**src/rtl/alu_issue_ctrl_pkg.sv**
```systemverilog
// Shared constants for the ALU issue controller: word size, ALU function codes and FSM states.
package alu_issue_ctrl_pkg;

  localparam int WORD_SIZE = 16;
  localparam int CODE_W    = 4;

  localparam logic [CODE_W-1:0] FUNC_ADD = 4'd0;
  localparam logic [CODE_W-1:0] FUNC_SUB = 4'd1;
  localparam logic [CODE_W-1:0] FUNC_AND = 4'd2;
  localparam logic [CODE_W-1:0] FUNC_ORR = 4'd3;
  localparam logic [CODE_W-1:0] FUNC_NOT = 4'd4;
  localparam logic [CODE_W-1:0] FUNC_TCP = 4'd5;
  localparam logic [CODE_W-1:0] FUNC_SHL = 4'd6;
  localparam logic [CODE_W-1:0] FUNC_SHR = 4'd7;
  localparam logic [CODE_W-1:0] FUNC_LHI = 4'd8;
  localparam logic [CODE_W-1:0] FUNC_IDA = 4'd9;
  localparam logic [CODE_W-1:0] FUNC_IDB = 4'd10;

  localparam logic [CODE_W-1:0] ALU_CODE_MAX = FUNC_IDB;

  typedef enum logic [2:0] {
    ST_IDLE,
    ST_SETUP,
    ST_WAIT_ACK,
    ST_RELEASE,
    ST_RESULT
  } issueState_e;

  function automatic logic isLegalCode(input logic [CODE_W-1:0] code);
    return code <= ALU_CODE_MAX;
  endfunction

endpackage

```
**src/rtl/alu_req_fifo.sv**
```systemverilog
// Small synchronous request FIFO; pointers carry one extra wrap bit to separate full from empty.
module alu_req_fifo #(
  parameter int WIDTH = 36,
  parameter int DEPTH = 2
) (
  input  logic             clk,
  input  logic             reset_n,
  input  logic             push,
  input  logic             pop,
  input  logic [WIDTH-1:0] wrData,
  output logic [WIDTH-1:0] rdData,
  output logic             full,
  output logic             empty
);

  localparam int AW = $clog2(DEPTH);

  logic [WIDTH-1:0] mem [DEPTH];
  logic [AW:0]      wrPtr;
  logic [AW:0]      rdPtr;

  // NOTE: sequential state is updated with non-blocking assignments only.
  always_ff @(posedge clk or negedge reset_n) begin
    if (!reset_n) begin
      wrPtr <= '0;
      rdPtr <= '0;
    end else begin
      if (push) wrPtr <= wrPtr + (AW+1)'(1);
      if (pop)  rdPtr <= rdPtr + (AW+1)'(1);
    end
  end

  // NOTE: storage is not reset; full/empty come from the pointers, so stale entries are never read.
  always_ff @(posedge clk) begin
    if (push) mem[wrPtr[AW-1:0]] <= wrData;
  end

  assign rdData = mem[rdPtr[AW-1:0]];
  assign empty  = (wrPtr == rdPtr);
  assign full   = (wrPtr[AW] != rdPtr[AW]) && (wrPtr[AW-1:0] == rdPtr[AW-1:0]);

endmodule

```
**src/rtl/alu_issue_ctrl.sv**
```systemverilog
// Initiator side of the ALU alu_ready/alu_complete handshake: queues requests, issues them one
// at a time, captures the result and holds it for the consumer.
module alu_issue_ctrl #(
  parameter int WORD_SIZE  = alu_issue_ctrl_pkg::WORD_SIZE,
  parameter int FIFO_DEPTH = 2,
  parameter int TIMEOUT    = 15
) (
  input  logic                 clk,
  input  logic                 reset_n,
  input  logic                 req_valid,
  output logic                 req_ready,
  input  logic [WORD_SIZE-1:0] req_a,
  input  logic [WORD_SIZE-1:0] req_b,
  input  logic [3:0]           req_code,
  output logic                 res_valid,
  input  logic                 res_ready,
  output logic [WORD_SIZE-1:0] res_data,
  output logic                 res_err,
  output logic [WORD_SIZE-1:0] alu_a,
  output logic [WORD_SIZE-1:0] alu_b,
  output logic [3:0]           alu_code,
  output logic                 alu_ready,
  input  logic                 alu_complete,
  input  logic [WORD_SIZE-1:0] alu_c,
  output logic                 busy
);

  import alu_issue_ctrl_pkg::*;

  localparam int REQ_W = 2*WORD_SIZE + CODE_W;
  localparam int CNT_W = $clog2(TIMEOUT);
  localparam logic [CNT_W-1:0] CNT_LAST = CNT_W'(TIMEOUT - 1);

  logic [REQ_W-1:0]     headReq;
  logic [WORD_SIZE-1:0] headA, headB;
  logic [CODE_W-1:0]    headCode;
  logic                 fifoFull, fifoEmpty, popReq, launch;

  issueState_e          state, stateNext;
  logic [CNT_W-1:0]     count, countNext;
  logic [WORD_SIZE-1:0] aluA, aluANext, aluB, aluBNext, resData, resDataNext;
  logic [CODE_W-1:0]    aluCode, aluCodeNext;
  logic                 aluReady, aluReadyNext, resErr, resErrNext;

  assign {headA, headB, headCode} = headReq;

  alu_req_fifo #(
    .WIDTH (REQ_W),
    .DEPTH (FIFO_DEPTH)
  ) reqFifo (
    .clk    (clk),
    .reset_n(reset_n),
    .push   (req_valid && !fifoFull),
    .pop    (popReq),
    .wrData ({req_a, req_b, req_code}),
    .rdData (headReq),
    .full   (fifoFull),
    .empty  (fifoEmpty)
  );

  // A new request is taken from IDLE, or straight out of RESULT as the consumer accepts.
  assign launch = !fifoEmpty && ((state == ST_IDLE) || ((state == ST_RESULT) && res_ready));

  always_comb begin
    // NOTE: every next value defaults to the current one first, so no branch can infer a latch.
    stateNext    = state;
    countNext    = count;
    aluANext     = aluA;
    aluBNext     = aluB;
    aluCodeNext  = aluCode;
    aluReadyNext = aluReady;
    resDataNext  = resData;
    resErrNext   = resErr;
    popReq       = 1'b0;

    case (state)
      ST_IDLE: ;
      ST_SETUP: begin
        stateNext    = ST_WAIT_ACK;
        aluReadyNext = 1'b1;
        countNext    = '0;
      end
      ST_WAIT_ACK: begin
        if (alu_complete) begin
          resDataNext  = alu_c;
          resErrNext   = 1'b0;
          aluReadyNext = 1'b0;
          countNext    = '0;
          stateNext    = ST_RELEASE;
        end else if (count == CNT_LAST) begin
          resDataNext  = '0;
          resErrNext   = 1'b1;
          aluReadyNext = 1'b0;
          countNext    = '0;
          stateNext    = ST_RELEASE;
        end else begin
          countNext = count + CNT_W'(1);
        end
      end
      ST_RELEASE: begin
        if (!alu_complete) begin
          stateNext = ST_RESULT;
        end else if (count == CNT_LAST) begin
          resErrNext = 1'b1;
          stateNext  = ST_RESULT;
        end else begin
          countNext = count + CNT_W'(1);
        end
      end
      ST_RESULT: begin
        if (res_ready) stateNext = ST_IDLE;
      end
      default: stateNext = ST_IDLE;
    endcase

    if (launch) begin
      popReq = 1'b1;
      if (isLegalCode(headCode)) begin
        aluANext    = headA;
        aluBNext    = headB;
        aluCodeNext = headCode;
        stateNext   = ST_SETUP;
      end else begin
        resDataNext = '0;
        resErrNext  = 1'b1;
        stateNext   = ST_RESULT;
      end
    end
  end

  always_ff @(posedge clk or negedge reset_n) begin
    if (!reset_n) begin
      state    <= ST_IDLE;
      count    <= '0;
      aluA     <= '0;
      aluB     <= '0;
      aluCode  <= '0;
      aluReady <= 1'b0;
      resData  <= '0;
      resErr   <= 1'b0;
    end else begin
      state    <= stateNext;
      count    <= countNext;
      aluA     <= aluANext;
      aluB     <= aluBNext;
      aluCode  <= aluCodeNext;
      aluReady <= aluReadyNext;
      resData  <= resDataNext;
      resErr   <= resErrNext;
    end
  end

  assign req_ready = !fifoFull;
  assign res_valid = (state == ST_RESULT);
  assign res_data  = resData;
  assign res_err   = resErr;
  assign alu_a     = aluA;
  assign alu_b     = aluB;
  assign alu_code  = aluCode;
  assign alu_ready = aluReady;
  assign busy      = (state != ST_IDLE) || !fifoEmpty;

endmodule

```
**config.mk**
```make
export PLATFORM = sky130hd
export DESIGN_NAME = alu_issue_ctrl
export DESIGN_NICKNAME = d
export VERILOG_FILES = /design/src/rtl/alu_issue_ctrl_pkg.sv /design/src/rtl/alu_req_fifo.sv /design/src/rtl/alu_issue_ctrl.sv
export SDC_FILE = /design/constraint.sdc
export NUM_CORES = 1
export LEC_CHECK = 0
export ABC_AREA = 1
export CELL_PAD_IN_SITES_DETAIL_PLACEMENT = 2
export CELL_PAD_IN_SITES_GLOBAL_PLACEMENT = 2
export CORE_MARGIN = 5
export CORE_UTILIZATION = 34
export DETAILED_ROUTE_END_ITERATION = 10
export PLACE_DENSITY_LB_ADDON = 0.1
export SYNTH_ARGS = -nofsm -noshare
export SYNTH_HDL_FRONTEND = slang
export SYNTH_SLANG_ARGS = --single-unit
export TNS_END_PERCENT = 30
```
**constraint.sdc**
```tcl
create_clock -name clk -period 6.6 [get_ports clk]
set_clock_uncertainty 0.05 [all_clocks]
set_input_delay 0.99 -clock clk [delete_from_list [all_inputs] [get_ports clk]]
set_output_delay 0.99 -clock clk [all_outputs]
set_load 0.05 [all_outputs]
```
Word-level counts from Yosys, hierarchy flattened
Memory sizes are Yosys's and may differ from the RTL's. Index checks and enable logic that the tools add are counted.

Flip-flop bits (word level): 65. RAM bits: 72. Bits of input ports: 57. Logic and storage cells: 76. Memories: 1.

Memories: reqFifo.mem (words 2, width 36, read ports 1, clocked after memory_dff 0, wr ports 1, line alu_req_fifo.sv:18) `logic [WIDTH-1:0] mem [DEPTH];`.

$add $sub $neg: 3. Magnitude comparators: 1. Eq/ne operators: 15. Muxes and demuxes: 30. Reductions and logical operators: 16.

Operator list (number): $mux W16 (5); $mux W3 (7); $mux W4 (4); $pmux W3 S5 (1); $pmux W4 S3 (1); $mux W1 (10); $ne A4 B4 Y1 const B (2); $eq A3 B2 Y1 const B (2); $ne A2 B2 Y1 const B (3); $reduce_bool A3 Y1 (2); $add A2 B1 Y2 const B (2); $add A4 B1 Y4 const B (1); $eq A4 B4 Y1 const B (1); $le A4 B4 Y1 const B (1); $logic_and A1 B1 Y1 (4); $pmux W1 S2 (2); $reduce_and A2 Y1 (2); $reduce_and A4 Y1 (1); $eq A3 B1 Y1 const B (1); $eq A3 B3 Y1 const B (1); $logic_not A3 Y1 (1); $ne A3 B1 Y1 const B (1); $ne A3 B3 Y1 const B (1); $reduce_and A3 Y1 (1); 6 further kinds (8).

Depth between registers and ports, before layout
Gate-level depths: netlist (run 1).

Depth after elaboration: 6. Depth in mapped cells: 11.

Hierarchy
A second synthesis (run 1) with hierarchy kept.

Cell total of the unflattened synthesis: 535. Area total of the unflattened synthesis: 5532.8 um^2.

By module, submodules not included: alu_req_fifo (times used 1, cells each 215, area an instance 2821.5 um^2, sequential area each 2262.2 um^2); alu_issue_ctrl (times used 1, cells each 320, area an instance 2711.4 um^2, sequential area each 1526.5 um^2).

Worst setup path after synthesis (run 1)
OpenSTA, ideal clock, no wires.

Path type: reg2reg. Start point: reg reqFifo.rdPtr[0]. End point: mem reqFifo.mem[1][0], enable pin. Setup time: 0.433 ns. Arrival time: 2.751 ns. Required time: 6.117 ns. Slack: 3.366 ns. Stages on the path, launching flop included: 7. Buffers on the path: 0. Clock period less this slack: 3.234 ns. Path through: dfrtp_1 inv_2 nand2_1 nand2_1 nand2_1 nand2_1 nor2_1.

Longest elaborated chain between the ends: 6.

RTL lines: from (decl) (line alu_req_fifo.sv:20) `logic [AW:0] rdPtr;`; from (signal assigned) (line alu_req_fifo.sv:29) `if (pop) rdPtr <= rdPtr + (AW+1)'(1);`; $eq A1 B1 Y1 (line alu_req_fifo.sv:40) `assign full = (wrPtr[AW] != rdPtr[AW]) && (wrPtr[AW-1:0] == rdPtr[AW-1:0]);`; $logic_and A1 B1 Y1 (line alu_req_fifo.sv:40); $logic_not A1 Y1; via req_ready (line alu_issue_ctrl.sv:11) `output logic req_ready,`; $logic_and A1 B1 Y1 (line alu_issue_ctrl.sv:53) `.push (req_valid && !fifoFull),`; $mux W1 (line alu_req_fifo.sv:35) `if (push) mem[wrPtr[AW-1:0]] <= wrData;`; $mux W1 (implied by the code) (line alu_req_fifo.sv:35); to (decl) (line alu_req_fifo.sv:18).

The timed path passes the listed nets, and every way through them passes these cells.

Final worst setup path (run 1)
Start point: reg reqFifo.rdPtr[0]. End point: out busy.

Longest elaborated chain between the ends: 3.

RTL lines: $eq A2 B2 Y1 (line alu_req_fifo.sv:39) `assign empty = (wrPtr == rdPtr);`; $logic_not A1 Y1 (line alu_issue_ctrl.sv:161) `assign busy = (state != ST_IDLE) || !fifoEmpty;`; $logic_or A1 B1 Y1 (line alu_issue_ctrl.sv:161); to (decl) (line alu_issue_ctrl.sv:25) `output logic busy`.

Every way passes these cells.

==> impl_metrics.tcl, run 1 <==
set metrics [dict create \
    fill_cells 1609 \
    grtUsageTotal_pct 16.9 \
    fin_util_pct 46.5 \
    cts_sinks 137 \
    crit_start "reqFifo.rdPtr[0]$_DFFE_PN0N_" \
    path_max_fanout 41 \
    syn-num-nets 568 \
    hp-start "alu_a[12]$_DFFE_PN0P_" \
    r2r-end "alu_code[1]$_DFFE_PN0P_" \
    fin_crit_ns 4.04 \
    clock_latency_ns 0.41 \
    dp_hpwl_mm 9.39 \
    status "finished, final reports clean" \
    leakage_nw 3.18 \
    tritoncts "done" \
    viasPerCell 4.67 \
    tightest_slew_ns 0.898 \
    drt_iter0_markers 209 \
    hold_slack_ns 0.427 \
    initial_core_util_pct 34.2 \
    crit_path_end "busy" \
    core_sq_um 15700 \
    die_y_um 136 \
    finalHoldViolCount 0 \
    vias 3985 \
    peakVddDrop_uv 236 \
    fin_setup_tns_ns 0 \
    area.growth.synth_to_final_pct 36.0 \
    path_cells "inv_2 > nand2_1 > nand2_1 > nand3_1 > clkdlybuf4s50_1" \
    crit_type "flop to output port" \
    post-route-period-util_pct 61.3 \
    mappedNetlistArea_sq_um 5370 \
    regToRegSetupSlack_ns 3.32 \
    grt_pass1_vias 4627 \
    htree_levels 4 \
    n_antenna_cell 0 \
    rr_startpoint "reqFifo.rdPtr[0]$_DFFE_PN0N_" \
    cts.path.max_buffers 2 \
    chipWidth_um 136 \
    cp.required_ns 5.56 \
    crit_buf_inv 2 \
    slew_headroom_pct 40.1 \
    setup_ws_ns 2.56 \
    gr-total-overflow 0 \
    die_area_sq_um 18400 \
    slew_viol_final 0 \
    io_pins 114 \
    powerDensity_nw_per_um2 567 \
    cts_resized 0 \
    grt_first_pass_wirelength_mm 23.9 \
    synth.distinct_cells 25 \
    worstHoldPathCells 2 \
    yosysSeqAreaShare_pct 70.5 \
    yosys_register_bits 137 \
    gp_congestion 0.750 \
    reg2regPathDepth 10 \
    cp_common_cell "nand2_1" \
    hold_buffers 0 \
    drc 0 \
    slowest_stage "dfrtp_2" \
    routedWlPerCell_um 17.2 \
    row_count 46 \
    cts_setup_buffers 0 \
    cp-end-kind "output port" \
    first_pass_iters 4 \
    ys_warn_count 0 \
    rsz0062_at_grt "no" \
    max_freq_ghz 0.247 \
    syn_inst 509 \
    antenna_found_initial 0 \
    cpPeakStageDelay_ns 0.86 \
    routed_wl_mm 14.6 \
    antenna_left 0 \
    cp.depth 5 \
    critical-path-top-delay-family "buffers and inverters" \
    crit_path_start_kind "flop" \
    port_buffers 113 \
    syn_area_per_cell_sq_um 10.6 \
    grt_max_degree 66 \
    root_buffer "clkbuf_16" \
    hold_path.class "flop to flop" \
    nNetsFinal 683 \
    drive_gt1_share_pct 7.06 \
    clk_pin_slew_ns 0.06 \
    arrival_ns 3.00 \
    max_cap_violations 0 \
    cts_inserted_buffers 17 \
    setup_viol 0 \
    post-place-ws_ns 2.88 \
    power_mw 4.14 \
]
-- logic make-up (layout without fill, tap and decap cells) --
family	after synthesis	count (layout)	share of synthesized area (%)
buf+inv	36	164	3.26
fa+ha+maj	2	2	0.466
flops	137	137	70.5
simple gates	297	297	21.6
compound gates	32	32	3.26
xor+xnor	5	5	0.815
-- synthesized netlist by cell type --
master / n / area share [%]
a211oi_1: 1 / 0.14
o21bai_1: 2 / 0.28
xor2_1: 4 / 0.65
o21ai_2: 1 / 0.16
nor2_1: 16 / 1.1
a21oi_1: 19 / 1.8
inv_1: 12 / 0.84
edfxtp_1: 72 / 40
nand2_1: 255 / 18
nand3_1: 22 / 2.1
clkbuf_1: 8 / 0.56
buf_2: 5 / 0.47
xnor2_1: 1 / 0.16
o21ai_1: 1 / 0.093
inv_2: 5 / 0.35
o31ai_1: 1 / 0.14
buf_6: 3 / 0.63
nand2_4: 1 / 0.21
nand2_2: 2 / 0.23
nor2_4: 1 / 0.21
buf_4: 3 / 0.42
o22ai_1: 1 / 0.12
ha_1: 2 / 0.47
dfrtp_1: 65 / 30
o21ai_0: 6 / 0.56
-- layout make-up --
class / instances / area, sq um / share of cell area (%)
Timing Repair Buffer: 115 / 1140 / 15.7
Clock buffer: 19 / 433 / 5.93
Tap cell: 216 / 270 / 3.70
Clock inverter: 13 / 179 / 2.45
Sequential cell: 137 / 3790 / 51.9
Multi-Input combinational cell: 336 / 1420 / 19.5
Inverter: 17 / 63.8 / 0.874
-- state kept, by name, summed over array words and instances, names as in the netlist --
register,flops
alu_code,4
reqFifo.wrPtr,2
reqFifo.mem,72
alu_ready,1
state,3
reqFifo.rdPtr,2
alu_b,16
alu_a,16
res_err,1
count,4
res_data,16
-- per-stage QoR --
stage,area [sq um],std cells
floorplan,5370,509
global placement,6690,821
detailed placement,6690,821
CTS,7300,853
global route,7300,853
finish,7300,853
-- power by group --
group          switching, mW  total [mW]  internal [mW]
registers              0.182        1.41           1.23
logic                   1.23        1.74          0.508
clock network          0.353       0.983          0.630
-- how the worst min path moves through the flow --
stage                     slack, ns                       to
after floorplan                0.43    alu_ready$_DFFE_PN0P_
after global placement         0.41     alu_a[5]$_DFFE_PN0P_
after detailed placement       0.42    alu_a[12]$_DFFE_PN0P_
after CTS                      0.44    alu_a[12]$_DFFE_PN0P_
after global routing           0.46  alu_code[0]$_DFFE_PN0P_
final                          0.43    alu_a[12]$_DFFE_PN0P_
-- metal layers --
layer / global-route usage, % / part of all wire (%) / routed length, um / vias to the layer above
li1: - / - / - / 1880
met1: 20.1 / 42 / 6090 / 2011
met2: 30.5 / 54 / 7860 / 83
met3: 3.68 / 3.6 / 530 / 11
met4: 5.21 / 1.1 / 162 / 0
met5: 0 / 0 / 0 / -
-- worst register-to-register path, stage by stage (launching register included) --
cell	delay [ns]
dfrtp_2	0.86
inv_2	0.52
nand2_1	0.16
nand2_1	0.10
nand2_1	0.10
nand2_2	0.11
inv_2	0.10
nand2_4	0.29
inv_2	0.66
nand2_1	0.16
nand2_1	0.10
-- cells in the final DEF, fill, tap and decap left out --
| cell type | count |
|---|---|
| a211oi_1 | 1 |
| a21oi_1 | 19 |
| buf_4 | 3 |
| bufinv_16 | 4 |
| clkbuf_1 | 2 |
| clkbuf_16 | 17 |
| clkdlybuf4s50_1 | 112 |
| clkinv_1 | 1 |
| clkinv_2 | 3 |
| clkinv_4 | 2 |
| clkinvlp_4 | 3 |
| dfrtp_1 | 64 |
| dfrtp_2 | 1 |
| edfxtp_1 | 72 |
| ha_1 | 2 |
| inv_1 | 12 |
| inv_2 | 5 |
| nand2_1 | 255 |
| nand2_2 | 2 |
| nand2_4 | 1 |
| nand3_1 | 22 |
| nor2_1 | 14 |
| nor2_4 | 3 |
| o21ai_0 | 6 |
| o21ai_1 | 1 |
| o21ai_2 | 1 |
| o21bai_1 | 2 |
| o22ai_1 | 1 |
| o31ai_1 | 1 |
| xnor2_1 | 1 |
| xor2_1 | 4 |
(Power assumes the default switching activity.)
==> run 2, diff against run 1 <==
Settings changed: CORE_UTILIZATION 34 to 32.
Clock period 6.6 ns to 3.9 ns, I/O delays scaled along.
==> run 2 against run 1 <==
Compared with the run above:
- first-iteration DRC count down 32%
- final cell count up 0.70%
- total power up 68%
- non-clock buffer count up 3
- sequential power up 68%
- die area up 5.8%
- flip-flop and latch count unchanged
- register-to-register slack worse by 2.3 ns
- core utilization down 2.4 points
- critical path depth unchanged
- clock power up 60%
- critical path type unchanged
==> impl_metrics.tcl, run 2 (synthesized netlist as in run 1, its figures left out) <==
set metrics [dict create \
    powerDensity_nw_per_um2 952 \
    hold_path.class "input pin to asynchronous set/reset pin" \
    io_pins 114 \
    r2r-end "alu_b[12]$_DFFE_PN0P_" \
    vias 3976 \
    dp_hpwl_mm 9.76 \
    regToRegSetupSlack_ns 1.06 \
    hold_buffers 0 \
    cts_resized 0 \
    drive_gt1_share_pct 7.20 \
    fin_crit_ns 2.87 \
    layout_commonest_cell "nand2_1" \
    htree_levels 4 \
    port_buffers 113 \
    clk_pin_slew_ns 0.05 \
    slew_viol_final 0 \
    slowest_stage "clkdlybuf4s50_1" \
    cp.required_ns 3.26 \
    drc 0 \
    core_sq_um 16500 \
    tightest_slew_ns 0.896 \
    viasPerCell 4.63 \
    grt_max_degree 66 \
    cts_sinks 137 \
    clock_latency_ns 0.41 \
    path_max_fanout 21 \
    nNetsFinal 686 \
    gp_congestion 0.769 \
    path_cells "inv_2 > nand2_1 > nand2_1 > nand3_1 > clkdlybuf4s50_1" \
    first_pass_iters 4 \
    tritoncts "done" \
    slew_headroom_pct 40.2 \
    post-route-period-util_pct 73.6 \
    status "finished, final reports clean" \
    die_area_sq_um 19500 \
    crit_path_start_kind "flop" \
    crit_type "flop to output port" \
    grt_first_pass_wirelength_mm 24.5 \
    setup_viol 0 \
    area.growth.synth_to_final_pct 35.7 \
    rr_startpoint "reqFifo.rdPtr[0]$_DFFE_PN0N_" \
    crit_path_end "busy" \
    chipWidth_um 140 \
    max_cap_violations 0 \
    layout_common_cells "255 x nand2_1, 112 x clkdlybuf4s50_1, 72 x edfxtp_1" \
    grtUsageTotal_pct 16.2 \
    grt_pass1_vias 4552 \
    reg2regPathDepth 11 \
    cpPeakStageDelay_ns 0.82 \
    crit_buf_inv 2 \
    largest_reg_flops 72 \
    leakage_nw 3.18 \
    gr-total-overflow 0 \
    drt_iter0_markers 143 \
    crit_start "reqFifo.rdPtr[0]$_DFFE_PN0N_" \
    arrival_ns 2.23 \
    critical-path-top-delay-family "buffers and inverters" \
    routedWlPerCell_um 17.5 \
    peakVddDrop_uv 374 \
    routed_wl_mm 15.0 \
    antenna_left 0 \
    n_antenna_cell 0 \
    die_y_um 140 \
    antenna_found_initial 0 \
    initial_core_util_pct 32.5 \
    cts_inserted_buffers 17 \
    rsz0062_at_grt "no" \
    fin_setup_tns_ns 0 \
    cts_setup_buffers 0 \
    fill_cells 1714 \
    root_buffer "clkbuf_16" \
    max_freq_ghz 0.349 \
    finalHoldViolCount 0 \
    cts.path.max_buffers 2 \
    cp_common_cell "nand2_1" \
    cp-end-kind "output port" \
    cp.depth 5 \
    power_mw 6.94 \
    row_count 47 \
]
-- run 2: worst min-delay path by stage --
stage / start / end / slack (ns) / depth (start not counted)
after floorplan: reset_n / alu_a[0]$_DFFE_PN0P_ / 0.24 / 0
after CTS: reset_n / res_data[15]$_DFF_PN0_ / 0.28 / 1
final: reset_n / res_data[15]$_DFF_PN0_ / 0.25 / 1
after detailed placement: alu_a[4]$_DFFE_PN0P_ / alu_a[4]$_DFFE_PN0P_ / 0.42 / 2
after global routing: reset_n / res_data[15]$_DFF_PN0_ / 0.32 / 1
after global placement: alu_a[4]$_DFFE_PN0P_ / alu_a[4]$_DFFE_PN0P_ / 0.42 / 2
-- run 2: through the flow --
| stage | area [sq um] | cells | utilization (%) | worst slack (ns) | hold WS [ns] |
|---|---|---|---|---|---|
| floorplan | 5370 | 509 | - | 0.666 | 0.239 |
| global placement | 6720 | 828 | 40.6 | 1.07 | 0.415 |
| detailed placement | 6720 | 828 | 40.6 | 0.959 | 0.418 |
| CTS | 7290 | 859 | 44.1 | 0.924 | 0.282 |
| global route | 7290 | 859 | 44.1 | 0.738 | 0.320 |
| finish | 7290 | 859 | 44.1 | 1.03 | 0.246 |
-- run 2: worst reg2reg max path: cells and delay by family, from the launching register on --
family / cells / cell delay (ns)
simple gates: 8 / 1.20
buf+inv: 3 / 0.91
flops: 1 / 0.56
-- run 2: routing by layer --
| metal | track usage (%) | routed length, um |
|---|---|---|
| met1 | 18.7 | 6190 |
| met2 | 29.2 | 7960 |
| met3 | 3.77 | 541 |
| met4 | 6.48 | 344 |
| met5 | 0 | 0 |
-- run 2: final cells by class --
type                       count  area (sq um)  area share [%]
inverter                      17          63.8           0.875
clock buffer                  24           482            6.61
timing repair buffer         118          1170            16.0
multi-input combinational    336          1420            19.5
tap                          220           275            3.78
sequential                   137          3790            52.0
clock inverter                 7          91.3            1.25
-- run 2: report_power, final --
group | internal (mW) | switching [mW] | leakage (nW) | total (mW)
Clock | 0.987 | 0.586 | 0.280 | 1.57
Combinational | 0.869 | 2.13 | 1.41 | 3.00
Sequential | 2.09 | 0.284 | 1.49 | 2.37
